===== src/rtl/synch_fifo_param.sv =====
// rtl/synch_fifo_param.sv - parametrised single-clock FIFO with count, threshold flags and sticky errors
//
// Purpose: same-clock-domain buffering between a producer and a consumer.
// Optional build macro: SYNCH_FIFO_FWFT_EN selects first-word-fall-through reads
// (the head word is shown on data_out while the FIFO is not empty). When the macro
// is undefined, a read returns data one cycle after rd_en is sampled.
//
// Ports:
//   clk          in   single clock, rising edge
//   rst_n        in   synchronous active-low reset
//   wr_en        in   write request
//   data_in      in   [DATA_WIDTH-1:0] write data
//   rd_en        in   read request (pop in FWFT mode)
//   clr_err      in   clears overflow/underflow (a new error in the same cycle wins)
//   data_out     out  [DATA_WIDTH-1:0] read data
//   full         out  count == DEPTH
//   empty        out  count == 0
//   almost_full  out  count >= AF_THRESH
//   almost_empty out  count <= AE_THRESH
//   count        out  [ADDR_WIDTH:0] occupancy, 0..DEPTH
//   overflow     out  sticky: write attempted while full
//   underflow    out  sticky: read attempted while empty

module synch_fifo_param #(
  parameter int DATA_WIDTH = 8,
  parameter int ADDR_WIDTH = 4,
  parameter int AF_THRESH  = 14,
  parameter int AE_THRESH  = 2
) (
  input  logic                  clk,
  input  logic                  rst_n,
  input  logic                  wr_en,
  input  logic [DATA_WIDTH-1:0] data_in,
  input  logic                  rd_en,
  input  logic                  clr_err,
  output logic [DATA_WIDTH-1:0] data_out,
  output logic                  full,
  output logic                  empty,
  output logic                  almost_full,
  output logic                  almost_empty,
  output logic [ADDR_WIDTH:0]   count,
  output logic                  overflow,
  output logic                  underflow
);

  localparam int                  DEPTH   = 1 << ADDR_WIDTH;
  localparam logic [ADDR_WIDTH:0] DEPTH_C = (ADDR_WIDTH + 1)'(DEPTH);
  localparam logic [ADDR_WIDTH:0] AF_C    = (ADDR_WIDTH + 1)'(AF_THRESH);
  localparam logic [ADDR_WIDTH:0] AE_C    = (ADDR_WIDTH + 1)'(AE_THRESH);
  localparam logic [ADDR_WIDTH:0] CNT_ONE = (ADDR_WIDTH + 1)'(1);
  localparam logic [ADDR_WIDTH-1:0] PTR_ONE = ADDR_WIDTH'(1);

  logic [DATA_WIDTH-1:0] mem [DEPTH];
  logic [ADDR_WIDTH-1:0] wr_ptr;
  logic [ADDR_WIDTH-1:0] rd_ptr;
  logic [DATA_WIDTH-1:0] hold_q;
  logic                  wr_acc;
  logic                  rd_acc;

  // Flags decode only the registered count, so they never depend on wr_en/rd_en
  // and they move on the same edge as count.
  assign full         = (count == DEPTH_C);
  assign empty        = (count == '0);
  assign almost_full  = (count >= AF_C);
  assign almost_empty = (count <= AE_C);

  // Acceptance uses the pre-edge flags: a read cannot rescue a write at full,
  // and a write cannot rescue a read at empty.
  assign wr_acc = wr_en && !full;
  assign rd_acc = rd_en && !empty;

  // Storage is not reset; a write coinciding with reset is discarded.
  always_ff @(posedge clk) begin
    if (rst_n && wr_acc) begin
      mem[wr_ptr] <= data_in;
    end
  end

  always_ff @(posedge clk) begin
    if (!rst_n) begin
      wr_ptr <= '0;
      rd_ptr <= '0;
      count  <= '0;
    end else begin
      if (wr_acc) begin
        wr_ptr <= wr_ptr + PTR_ONE;
      end
      if (rd_acc) begin
        rd_ptr <= rd_ptr + PTR_ONE;
      end
      unique case ({wr_acc, rd_acc})
        2'b10:   count <= count + CNT_ONE;
        2'b01:   count <= count - CNT_ONE;
        default: count <= count;
      endcase
    end
  end

  // hold_q captures the word being popped. In standard mode it is the read data;
  // in FWFT mode it is what data_out keeps showing once the FIFO runs empty.
  always_ff @(posedge clk) begin
    if (!rst_n) begin
      hold_q <= '0;
    end else if (rd_acc) begin
      hold_q <= mem[rd_ptr];
    end
  end

`ifdef SYNCH_FIFO_FWFT_EN
  assign data_out = empty ? hold_q : mem[rd_ptr];
`else
  assign data_out = hold_q;
`endif

  // Sticky error flags: a new error in the same cycle as clr_err keeps the flag set.
  always_ff @(posedge clk) begin
    if (!rst_n) begin
      overflow  <= 1'b0;
      underflow <= 1'b0;
    end else begin
      if (wr_en && full) begin
        overflow <= 1'b1;
      end else if (clr_err) begin
        overflow <= 1'b0;
      end
      if (rd_en && empty) begin
        underflow <= 1'b1;
      end else if (clr_err) begin
        underflow <= 1'b0;
      end
    end
  end

endmodule


===== config.mk =====
export PLATFORM = sky130hd
export DESIGN_NAME = synch_fifo_param
export DESIGN_NICKNAME = d
export VERILOG_FILES = /design/src/rtl/synch_fifo_param.sv
export SDC_FILE = /design/constraint.sdc
export NUM_CORES = 1
export LEC_CHECK = 0
export CAP_MARGIN = 20
export CORE_UTILIZATION = 55
export CTS_BUF_LIST = sky130_fd_sc_hd__clkbuf_2 sky130_fd_sc_hd__clkbuf_4 sky130_fd_sc_hd__clkbuf_8
export DETAILED_ROUTE_END_ITERATION = 6
export PLACE_DENSITY = 0.74
export SETUP_SLACK_MARGIN = 0.4
export SYNTH_ARGS = -nofsm -noshare
export SYNTH_HDL_FRONTEND = slang
export SYNTH_SLANG_ARGS = --single-unit

===== constraint.sdc =====
create_clock -name clk -period 5.8 [get_ports clk]
set_input_delay 0.87 -clock clk [delete_from_list [all_inputs] [get_ports clk]]
set_output_delay 0.87 -clock clk [all_outputs]
set_load 0.01 [all_outputs]

==> results of run 1 <==
-- final timing paths --
kind | endpoint | start | slack [ns]
setup reg to reg | count[4] | count[1] | 2.69
setup / recovery | count[4] | rd_en | 2.40
hold reg to reg | underflow | underflow | 0.54
hold / removal | underflow | underflow | 0.54
-- layout make-up --
class / count / area [sq um] / share of cell area
Clock inverter: 12 / 158 / 0.0229
Timing Repair Buffer: 33 / 325 / 0.0473
Clock buffer: 20 / 256 / 0.0373
Multi-Input combinational cell: 192 / 1620 / 0.236
Sequential cell: 151 / 4310 / 0.627
Inverter: 9 / 33.8 / 0.00492
Tap cell: 136 / 170 / 0.0248
-- critical path, delay by kind of cell --
kind | cells | cell delay (ns)
AOI/OAI and AO/OA | 2 | 0.79
muxes | 1 | 0.13
buffers and inverters | 2 | 0.57
adders and majority gates | 2 | 0.77
and+or+nand+nor | 3 | 0.59
-- power by group through the flow --
stage	clock network, mW	logic (mW)	registers, mW
2_1_floorplan	0	0.346	1.33
3_3_place_gp	0	0.565	1.32
3_5_place_dp	0	0.580	1.33
4_1_cts	0.841	0.581	1.30
5_1_grt	0.888	0.631	1.31
6_report	0.834	0.575	1.30
-- cells in the final DEF, fill, tap and decap left out, drive strengths merged, types with 2 or more instances in the layout --
cell	Yosys	layout
a21oi	3	3
inv	9	9
clkdlybuf4s50	0	31
or3b	2	2
a31oi	8	8
dfxtp	23	23
mux2i	34	34
a22oi	10	10
nand3b	3	3
ha	9	9
a21boi	2	2
edfxtp	128	128
o21ai	12	12
xnor2	5	5
nand3	4	4
nand2	12	12
o22ai	16	16
clkbuf	7	20
xor2	4	4
nor2b	8	8
nand4	2	2
clkinv	0	7
bufinv	0	4
nor2	26	26
and2	11	11
buf	12	2
mux4	16	16
-- flip-flops by register name (all words and copies together) (netlist names) --
name,flops
count,5
mem,128
rd_ptr,4
data_out,8
overflow,1
wr_ptr,4
underflow,1
-- cells by family (layout without fill, tap and decap cells) --
logic type | count (synthesis) | in the layout | synth area share
AO/OA/AOI/OAI | 53 | 53 | 0.0560
XOR/XNOR | 9 | 9 | 0.0130
adder cells (fa/ha/maj) | 10 | 10 | 0.0219
buffers and inverters | 28 | 74 | 0.0211
flip-flops | 151 | 151 | 0.711
multiplexers | 50 | 50 | 0.116
AND/OR/NAND/NOR | 70 | 70 | 0.0614
-- per-stage QoR --
stage                     power [mW]  std cells
after floorplan                 1.68        371
after global placement          1.89        521
after detailed placement        1.91        521
after CTS                       2.73        553
after global routing            2.83        553
final                           2.71        553
-- layer usage --
metal	GRT usage	up-vias	wire, um
li1	-	1490	-
met1	0.297	1598	5120
met2	0.335	112	5390
met3	0.0547	10	630
met4	0.0734	0	148
met5	0	-	0
==> results_dict.tcl, run 1 <==
set metrics [dict create \
    n_antenna_cell 0 \
    leakage_nw 2.17 \
    placed_area_sq_um 6460 \
    start_util 0.576 \
    synth_top_cell_by_area "edfxtp_1" \
    via_count 3210 \
    p_int_mw 2.00 \
    htree_levels 4 \
    syn-num-nets 394 \
    place_ws_ns 1.96 \
    cp_slowest_stage_delay_ns 0.68 \
    setup_ws_ns 2.40 \
    switching_share 0.262 \
    path_cells "clkdlybuf4s50_1 > a21boi_2 > ha_1 > inv_1 > fa_1 > nor2b_1 > o21ai_0 > nand3_1 > or3b_1 > mux2i_1" \
    avgSynthCellArea_sq_um 16.3 \
    fin_skew_ns 0.0143 \
    clkTransAtPathRegs_ns 0.08 \
    antenna_found_initial 0 \
    vias_per_cell 5.80 \
    drive_gt1_frac 0.127 \
    switchingPower_mw 0.710 \
    place_hpwl_mm 7.25 \
    synth_cell_types 36 \
    crit_type "primary input to flip-flop" \
    fmax_ghz 0.294 \
    seq_power_share 0.481 \
    first_pass_iters 5 \
    cts-hold-fix-buffers 0 \
    synth_top_area_share 0.635 \
    ir_worst_vdd_mv 0.247 \
    cap_violations 0 \
    routed_wl_mm 11.3 \
    syn_inst 371 \
    fin_util 0.654 \
    track_usage 0.215 \
    cts_root_buffer "clkbuf_8" \
    grt_pass1_vias 3196 \
    cts_tree "yes" \
    cp_max_fo 21 \
    die_area_sq_um 11400 \
    timing.hold.ws_ns 0.536 \
    cts_setup_buffers 0 \
    overflow 0 \
    core_sq_um 10500 \
    cts_sinks 151 \
    cts_buffer_depth 2 \
    worstMarginPinSlew_ns 0.861 \
    clk_latency_ns 0.43 \
    rr_worst_depth 10 \
    die_height_um 107 \
    ctsResizeCount 0 \
    cts_buffers 17 \
    synth.area.top_cells "edfxtp_1 (63%), dfxtp_1 (7.6%), mux4_2 (6.0%)" \
    fin_nets 427 \
    ys_top_cells_by_count "edfxtp_1 (128), mux2i_1 (34), nor2_1 (26)" \
    period_share 0.586 \
    synth-seq-cells 151 \
    drtIter0Drc 371 \
    ys.flop_type "edfxtp_1" \
    cp_data_required_time_ns 6.12 \
    min_period_ns 3.40 \
    setup_viol 0 \
    fin_tns_setup_ns 0 \
    slowest_stage "a21boi_2" \
    worst_setup_path_start_kind "primary input" \
    wl_per_cell_um 20.4 \
    yosysMostFrequentCell "edfxtp_1" \
    hold_depth 2 \
    synthArstFlopShare 0 \
    die_x_um 107 \
    grt_max_degree 51 \
    grt_pass1_wl_mm 17.4 \
    cp-end-kind "flip-flop" \
    seq_area_frac_synth 0.711 \
    final.fill_count 728 \
    cp_data_arrival_time_ns 3.72 \
    remaining_drc_errors 0 \
    port_buffers 31 \
    slew_headroom 0.422 \
    rows 37 \
    hold_viol_final 0 \
    outcome "finished, final reports clean" \
    syn2layout_area_growth_pct 13.5 \
    hold_class "flip-flop to flip-flop" \
    yosysWarnings 0 \
    ios 32 \
    syn_area_sq_um 6050 \
    antenna_left 0 \
    powerDensity_nw_per_um2 395 \
    pwr-share-comb 0.212 \
    synth_edf_count 128 \
    rsz0062_at_grt "no" \
    routabilityCongestion 0.769 \
    drv_slew 0 \
    finalInstanceArea_sq_um 6870 \
    pwr-share-clk 0.308 \
]
Power figures use the tool's default switching activity.
==> inputs of run 2 (changes only) <==
clock period = 3.55 ns   (was 5.8 ns; I/O delays follow)
==> run 2 against run 1 <==
Against the previous run:
- core utilization increased by 0.86 points
- critical path depth grew 1
- clock skew is 0.0018 ns lower
- design area increased by 1.3%
- clock power rose by 65%
- non-clock buffer count grew 9
- sequential power grew 63%
- global-route usage up 0.50 points
- combinational power up 67%
- first-iteration DRC count is 4.3% lower
- count of clock-buffer cells in the layout fell by 1
- die area is the same
- critical endpoint unchanged
- highest routed layer unchanged
==> results_dict.tcl, run 2 (synthesis gave the netlist of run 1 again) <==
set metrics [dict create \
    outcome "finished, final reports clean" \
    antenna_found_initial 0 \
    core_sq_um 10500 \
    final_cell_mix "edfxtp_1 (128), mux2i_1 (34), clkdlybuf4s50_1 (31)" \
    powerDensity_nw_per_um2 641 \
    ctsResizeCount 0 \
    cap_violations 0 \
    drv_slew 0 \
    fmax_ghz 0.374 \
    rsz0062_at_grt "no" \
    cp_data_required_time_ns 3.88 \
    final.fill_count 730 \
    rows 37 \
    start_util 0.576 \
    antenna_left 0 \
    cts_sinks 151 \
    overflow 0 \
    fin_cells 562 \
    drtIter0Drc 355 \
    routabilityCongestion 0.768 \
    worstMarginPinSlew_ns 0.828 \
    htree_levels 4 \
    hold_class "flip-flop to flip-flop" \
    port_buffers 31 \
    cts-hold-fix-buffers 0 \
    fin_tns_setup_ns 0 \
    slew_headroom 0.446 \
    grt_pass1_vias 3117 \
    crit_type "flip-flop to flip-flop" \
    min_period_ns 2.67 \
    die_area_sq_um 11400 \
    die_height_um 107 \
    clkTransAtPathRegs_ns 0.08 \
    ios 32 \
    remaining_drc_errors 0 \
    ff_latch_area_sq_um 4310 \
    top_register "mem" \
    rrSetupSlack_ns 0.88 \
    drive_gt1_frac 0.155 \
    largest_reg_flops 128 \
    grt_pass1_wl_mm 17.8 \
    leakage_nw 2.21 \
    n_antenna_cell 0 \
    cts_root_buffer "clkbuf_8" \
    cp_data_arrival_time_ns 3.00 \
    grt_util_met2 0.324 \
    multiInputGateArea_sq_um 1620 \
    layout_commonest_cell "edfxtp_1" \
    period_share 0.753 \
    vias_per_cell 5.83 \
    cts_tree "yes" \
    cts_buffer_depth 2 \
    placedCellCount 530 \
    setup_viol 0 \
    cts_setup_buffers 0 \
    fin_nets 436 \
    cp-end-kind "flip-flop" \
    track_usage 0.220 \
    cp_max_fo 6 \
    via_count 3279 \
    grt_max_degree 28 \
    worst_setup_path_start_kind "flip-flop" \
    hold_viol_final 0 \
    clk_latency_ns 0.43 \
    gr-max-usage-layer "met2" \
    cts_buffers 17 \
    place_hpwl_mm 7.39 \
    ir_worst_vdd_mv 0.349 \
    first_pass_iters 5 \
    routed_wl_mm 11.6 \
    die_x_um 107 \
    syn2layout_area_growth_pct 15.0 \
    grtUsageMet1 0.320 \
    grt_use_met3 0.0486 \
    wl_per_cell_um 20.6 \
    fin_skew_ns 0.0125 \
]
==> run 2: changes by cell type in the layout (fill, tap and decap cells not counted), sizes merged <==
cell / change
buf: +9
clkinvlp: +3
bufinv: -1
clkbuf: -1
clkinv: -5
inv: +4
==> run 2: cell type report <==
cell class	count	share of cell area
Multi-Input combinational cell	192	0.233
Tap cell	136	0.0244
Inverter	9	0.00485
Clock buffer	19	0.0367
Timing Repair Buffer	42	0.0582
Clock inverter	13	0.0243
Sequential cell	151	0.618
==> run 2: path summary, 6_finish.rpt <==
kind,from,end,cells after the start
worst min register to register,count[4],count[4],2
worst max register to register,count[0],count[4],11
worst min-delay path,count[4],count[4],2
worst max-delay path,count[0],count[4],11
==> run 2: stage by stage <==
step            util  hold slack [ns]  power [mW]  setup slack (ns)  area (sq um)
4_1_cts        0.662            0.540        4.50             0.856          6960
2_1_floorplan      -            0.534        2.74             0.994          6050
3_3_place_gp   0.622            0.519        3.10             0.736          6540
5_1_grt        0.662            0.558        4.65             0.703          6960
6_report       0.662            0.539        4.46             0.878          6960
3_5_place_dp   0.622            0.527        3.13             0.621          6540
==> run 2: power by group <==
group | total, mW | internal, mW | switching (mW) | leakage (nW)
logic | 0.961 | 0.477 | 0.485 | 0.667
registers | 2.12 | 2.03 | 0.0928 | 1.34
clock network | 1.38 | 0.730 | 0.649 | 0.203
==> run 2: per-layer routing <==
layer,up-vias,share of wire
li1,1517,-
met1,1634,0.46
met5,-,0
met3,18,0.062
met2,110,0.46
met4,0,0.020
==> run 2: critical path: stages (launching register included) <==
cell and delay, ns:
dfxtp_1 0.39, nor4_4 0.42, a21boi_2 0.12, inv_1 0.07, ha_1 0.23, inv_1 0.10
fa_1 0.41, nor2b_1 0.13, o21ai_0 0.11, nand3_1 0.09, or3b_1 0.36, mux2i_1 0.12
